File: config.mk
export PLATFORM = sky130hd
export DESIGN_NAME = avalon_fft_csr_slave
export DESIGN_NICKNAME = d
export VERILOG_FILES = /design/src/rtl/avalon_fft_csr_slave.sv
export SDC_FILE = /design/constraint.sdc
export NUM_CORES = 1
export LEC_CHECK = 0
export CORE_MARGIN = 1
export CORE_UTILIZATION = 35
export DETAILED_ROUTE_END_ITERATION = 10
export GPL_TIMING_DRIVEN = 1
export PLACE_DENSITY = 0.75
export SLEW_MARGIN = 0
export SYNTH_ARGS = -nofsm -noshare
export SYNTH_HDL_FRONTEND = slang
export SYNTH_SLANG_ARGS = --single-unit
File: constraint.sdc
create_clock -name clk -period 1.9 [get_ports clk]
set_clock_uncertainty 0.05 [all_clocks]
set_input_delay 0.38 -clock clk [delete_from_list [all_inputs] [get_ports clk]]
set_output_delay 0.38 -clock clk [all_outputs]
set_load 0.02 [all_outputs]
File: src/rtl/avalon_fft_csr_slave.sv
// avalon_fft_csr_slave: Avalon-MM slave that loads FFT samples, sequences the core and returns results
// Ports:
//   clk, n_rst           clock and asynchronous active-low reset
//   slave_*              Avalon-MM slave; fixed read latency 2, write beats read
//   sWriteEn, wAddress,  registered forward of sample writes into the FFT input memory
//   fft_init_data
//   fft_start, fft_done  one-cycle start pulse to the core / completion pulse from it
//   rAddress,            result memory read port (data arrives one cycle after address)
//   fft_result_data
//   irq                  mirrors STATUS.done
// Build option: define AVS_AUTO_START_EN to start the core automatically once
// N_SAMPLES samples have been loaded.
module avalon_fft_csr_slave #(
   parameter int DATA_W    = 16,
   parameter int N_SAMPLES = 512,
   parameter int ADDR_W    = $clog2(N_SAMPLES) + 1
) (
   input  logic              clk,
   input  logic              n_rst,
   input  logic              slave_chipselect,
   input  logic              slave_read,
   input  logic              slave_write,
   input  logic [ADDR_W-1:0] slave_address,
   input  logic [DATA_W-1:0] slave_writedata,
   output logic [DATA_W-1:0] slave_readdata,
   output logic              slave_readdatavalid,
   output logic              sWriteEn,
   output logic [ADDR_W-2:0] wAddress,
   output logic [DATA_W-1:0] fft_init_data,
   output logic              fft_start,
   input  logic              fft_done,
   output logic [ADDR_W-2:0] rAddress,
   input  logic [DATA_W-1:0] fft_result_data,
   output logic              irq
);
   localparam int SAMP_AW = ADDR_W - 1;
   localparam logic [2:0] IDLE = 3'd0, LOAD = 3'd1, START = 3'd2, BUSY = 3'd3, DONE = 3'd4;
   logic [2:0] state;
   logic [ADDR_W-1:0] count;
   logic err, wr, rd, in_win, ctrl_hit, run, samp_ok, samp_bad, go, go_bad, clr, auto_go;
   logic rd_v1, win1;
   logic [DATA_W-1:0] reg_val, reg_val1;
   assign wr       = slave_chipselect & slave_write;
   assign rd       = slave_chipselect & slave_read & ~slave_write;
   assign in_win   = slave_address < ADDR_W'(N_SAMPLES);
   assign ctrl_hit = wr && slave_address == ADDR_W'(N_SAMPLES);
   // START and BUSY both count as "busy": samples and restarts are refused there
   assign run      = state == START || state == BUSY;
   assign samp_ok  = wr && in_win && !run;
   assign samp_bad = wr && in_win && run;
   assign go       = ctrl_hit && slave_writedata[0] && !run;
   assign go_bad   = ctrl_hit && slave_writedata[0] && run;
   assign clr      = ctrl_hit && slave_writedata[1];
   assign fft_start = state == START;
   assign irq       = state == DONE;
   assign rAddress  = (rd && in_win) ? slave_address[SAMP_AW-1:0] : '0;
   assign reg_val   = slave_address == ADDR_W'(N_SAMPLES + 1) ? DATA_W'({err, irq, run}) :
                      slave_address == ADDR_W'(N_SAMPLES + 2) ? DATA_W'(count) : '0;
`ifdef AVS_AUTO_START_EN
   // Remember that the last write filled the window; the FSM starts one cycle later
   always_ff @(posedge clk or negedge n_rst)
      if (!n_rst) auto_go <= 1'b0;
      else auto_go <= samp_ok && count == ADDR_W'(N_SAMPLES - 1);
`else
   assign auto_go = 1'b0;
`endif
   always_ff @(posedge clk or negedge n_rst) begin
      if (!n_rst) begin
         state <= IDLE;
         count <= '0;
         err   <= 1'b0;
      end else begin
         // clear is applied before a start attempt that may set err again
         err <= (err & ~clr) | samp_bad | go_bad;
         if (go || (auto_go && state == LOAD)) begin
            state <= START;
            count <= '0;
         end else begin
            if (samp_ok && count != ADDR_W'(N_SAMPLES)) count <= count + ADDR_W'(1);
            if (clr && state == DONE) state <= IDLE;
            else if (samp_ok) state <= LOAD;
            else if (state == START) state <= BUSY;
            else if (state == BUSY && fft_done) state <= DONE;
         end
      end
   end
   always_ff @(posedge clk or negedge n_rst) begin
      if (!n_rst) begin
         sWriteEn      <= 1'b0;
         wAddress      <= '0;
         fft_init_data <= '0;
      end else begin
         sWriteEn <= samp_ok;
         if (samp_ok) begin
            wAddress      <= slave_address[SAMP_AW-1:0];
            fft_init_data <= slave_writedata;
         end
      end
   end
   // Two-stage read pipeline: stage 1 waits for the result memory, stage 2 drives the bus
   always_ff @(posedge clk or negedge n_rst) begin
      if (!n_rst) begin
         rd_v1               <= 1'b0;
         win1                <= 1'b0;
         reg_val1            <= '0;
         slave_readdatavalid <= 1'b0;
         slave_readdata      <= '0;
      end else begin
         rd_v1               <= rd;
         win1                <= in_win;
         reg_val1            <= reg_val;
         slave_readdatavalid <= rd_v1;
         slave_readdata      <= !rd_v1 ? '0 : win1 ? fft_result_data : reg_val1;
      end
   end
endmodule

==> results.py <==
metrics = {
    "cells_and_area": {
        "drive_gt1_share_pct": 17.2,
        "final_common_cell": "clkdlybuf4s50_1",
        "nets": 471,
        "nFillCells": 704,
        "n_antenna_cell": 0,
        "multiInputGateArea_um2": 1130,
        "area.growth.synth_to_final_pct": 52.3,
        "ff_latch_area_um2": 1730,
        "layout_common_cells": "clkdlybuf4s50_1, nand2_1, dfrtp_1, buf_4, and2_1",
    },
    "critical_path": {
        "cpMaxStageDelayCell": "clkdlybuf4s50_1",
        "slowest_delay_ps": 430,
        "path_class": "in -> out",
        "ff2ff_setup_slack_ps": 200,
        "cp-start-kind": "input pin",
        "path_common_cell": "buf_2",
        "cp_max_fo": 4,
        "critPathCaptureType": "primary output",
        "cp.required_ps": 1470,
        "cp.arrival_ps": 1390,
        "crit_path_cell_trace": "clkdlybuf4s50_1 -> nor3_2 -> buf_2 -> and2_1 -> buf_2",
    },
    "placement": {
        "port_buffers": 101,
        "gp_congestion": 0.793,
        "dp_hpwl_um": 5120,
        "preCtsSetupSlack_ps": -519,
    },
    "grt": {
        "grt_pass1_vias": 2457,
        "grt_use_total_pct": 17.6,
        "antenna_found_initial": 0,
        "overflow": 0,
        "grt_start_max_net_pins": 70,
        "grt_pass1_wl_um": 11900,
    },
    "routing": {
        "antenna_left": 0,
        "routed_wl_um": 7110,
        "dr_total_vias": 2511,
        "vias_per_cell": 4.76,
        "firstDrtPassIters": 4,
        "wl_per_cell_um": 13.5,
        "first_iter_violations": 127,
        "drc": 0,
    },
    "timing": {
        "worstMarginPinSlew_ps": 538,
        "slew_violations": 0,
        "min_period_ps": 1820,
        "fin_setup_tns_ps": 0,
        "fin_hold_ws_ps": -0.941,
        "postLayoutSetupSlackWorst_ps": 75.3,
        "clock.fmax_ghz": 0.548,
        "min_period_over_period_pct": 96.0,
        "rsz0062_at_grt": "false",
        "hold_violations": 1,
        "setup_viol": 0,
        "relSlewSlack_pct": 64.1,
    },
    "die": {
        "io_pins": 102,
        "fp.dieArea_um2": 8680,
        "initial_core_util_pct": 36.9,
        "core.rowCount": 32,
        "dieHeight_um": 93.2,
        "core_um2": 7890,
        "die_x_um": 93.2,
    },
    "pwr": {
        "swShare_pct": 28.1,
        "p_per_area_nw_per_um2": 824,
        "leakage_nw": 2.11,
        "power_frac_comb_pct": 22.1,
        "p_int_mw": 2.62,
        "power.net_switching_mw": 1.03,
        "total_power_mw": 3.65,
        "clockPowerShare_pct": 30.6,
        "peakVddDrop_mv": 0.419,
        "pwr-share-seq_pct": 47.3,
    },
    "synthesis": {
        "seq_area_frac_synth_pct": 59.4,
        "synth.area.top_cells": "dfrtp_1, nand2_1, and2_1, mux2i_1, nor2b_1",
        "syn-num-nets": 335,
        "synth_edf_count": 0,
        "async_flop_share_pct": 100,
        "synthFlopType": "dfrtp_1",
        "yosysTopAreaCellShare_pct": 59.4,
        "synth-seq-cells": 69,
        "synth.distinct_cells": 40,
        "yosys.area.top_type": "dfrtp_1",
        "synth_area_um2": 2910,
        "yosys_warnings": 0,
        "synthCells": 285,
        "synth.avg_cell_area_um2": 10.2,
    },
    "flow_run": {
        "cap_violations": 0,
    },
    "clock_network": {
        "clockBufferDepth": 2,
        "clk_pin_slew_ps": 70,
        "clock_latency_ps": 340,
        "postCtsHoldBufs": 0,
        "cts_buffers": 9,
        "cts_htree_levels": 3,
        "cts_tree": "built",
        "cts.sinks": 69,
        "root_buffer": "clkbuf_8",
    },
    "hold_path": {
        "min_path_type": "in -> async",
    },
    "status": {
        "violations": "hold timing",
        "status": "finished with violations",
    },
}
## final cells by class
cell class                 count  share of cell area (%)
multi-input combinational    199                    25.4
tap                          102                    2.88
timing repair buffer         136                    28.1
clock buffer                  10                    2.88
clock inverter                 5                    1.19
sequential                    69                    39.0
inverter                       6                   0.508
## per-stage QoR
stage / std cells / cell area [um2] / util (%)
2_1_floorplan: 285 / 2910 / -
3_3_place_gp: 511 / 4260 / 54.0
3_5_place_dp: 511 / 4260 / 54.0
4_1_cts: 527 / 4420 / 56.0
5_1_grt: 527 / 4430 / 56.2
6_report: 527 / 4430 / 56.2
## cells by family after synthesis
logic type      synth area share, %
compound gates                 5.81
simple gates                   26.8
buf+inv                        2.54
mux                            3.44
xor+xnor                       1.20
fa+ha+maj                     0.860
flops                          59.4
## synth_stat cells, types with 3 or more instances
cell	number
nand2_1	84
dfrtp_1	69
and2_1	16
nor2b_1	13
nor2_1	12
mux2i_1	10
and3_1	7
clkbuf_1	7
a21oi_1	6
o21ai_0	6
inv_1	5
nand3_1	4
o31ai_1	4
a22oi_1	3
nor3_1	3
nor4_1	3
o221ai_1	3
xnor2_1	3
## critical path, delay by kind of cell
kind                   cells  cell delay (ps)
AND/OR/NAND/NOR            2              260
buffers and inverters      3              750
## worst paths after layout
path	startpoint	endpoint	depth (start not counted)
worst min register to register	fft_init_data[9]	fft_init_data[9]	2
worst max register to register	count[0]	count[8]	5
min in group clk	slave_address[9]	win1	3
max in group asynchronous	n_rst	fft_init_data[8]	2
worst max-delay path	slave_write	rAddress[3]	5
worst min-delay path	n_rst	slave_readdata[13]	2
## flip-flops by register name (all words and copies together), names as in the netlist
name / count
count: 10
err: 1
fft_init_data: 16
rd_v1: 1
reg_val1: 10
sWriteEn: 1
slave_readdata: 16
slave_readdatavalid: 1
state: 3
wAddress: 9
win1: 1
## timing repair
item | in CTS | in global routing
resized for setup | 47 | 9
gates cloned | 1 | 0
buffers inserted | 0 | 0
pin swaps | 1 | 1
endpoints found under the hold margin | 0 | 0
endpoints found under the setup margin | 11 | 24
## power groups by stage
| stage | combinational [mW] | sequential (mW) | clock [mW] |
|---|---|---|---|
| global route | 0.878 | 1.75 | 1.21 |
| finish | 0.806 | 1.73 | 1.12 |
| CTS | 0.814 | 1.73 | 1.14 |
| global placement | 0.795 | 1.75 | 0 |
| floorplan | 0.233 | 1.86 | 0 |
| detailed placement | 0.812 | 1.75 | 0 |
## metal layers
layer / vias up / part of all wire, % / GRT usage, % / routed length (um)
met5: - / 0 / 0 / 0
met4: 0 / 1.7 / 7.56 / 118
met3: 13 / 5.1 / 4.15 / 366
met2: 77 / 49 / 28.9 / 3460
met1: 1202 / 44 / 22.1 / 3160
li1: 1219 / - / - / -
Power figures use the tool's default switching activity.
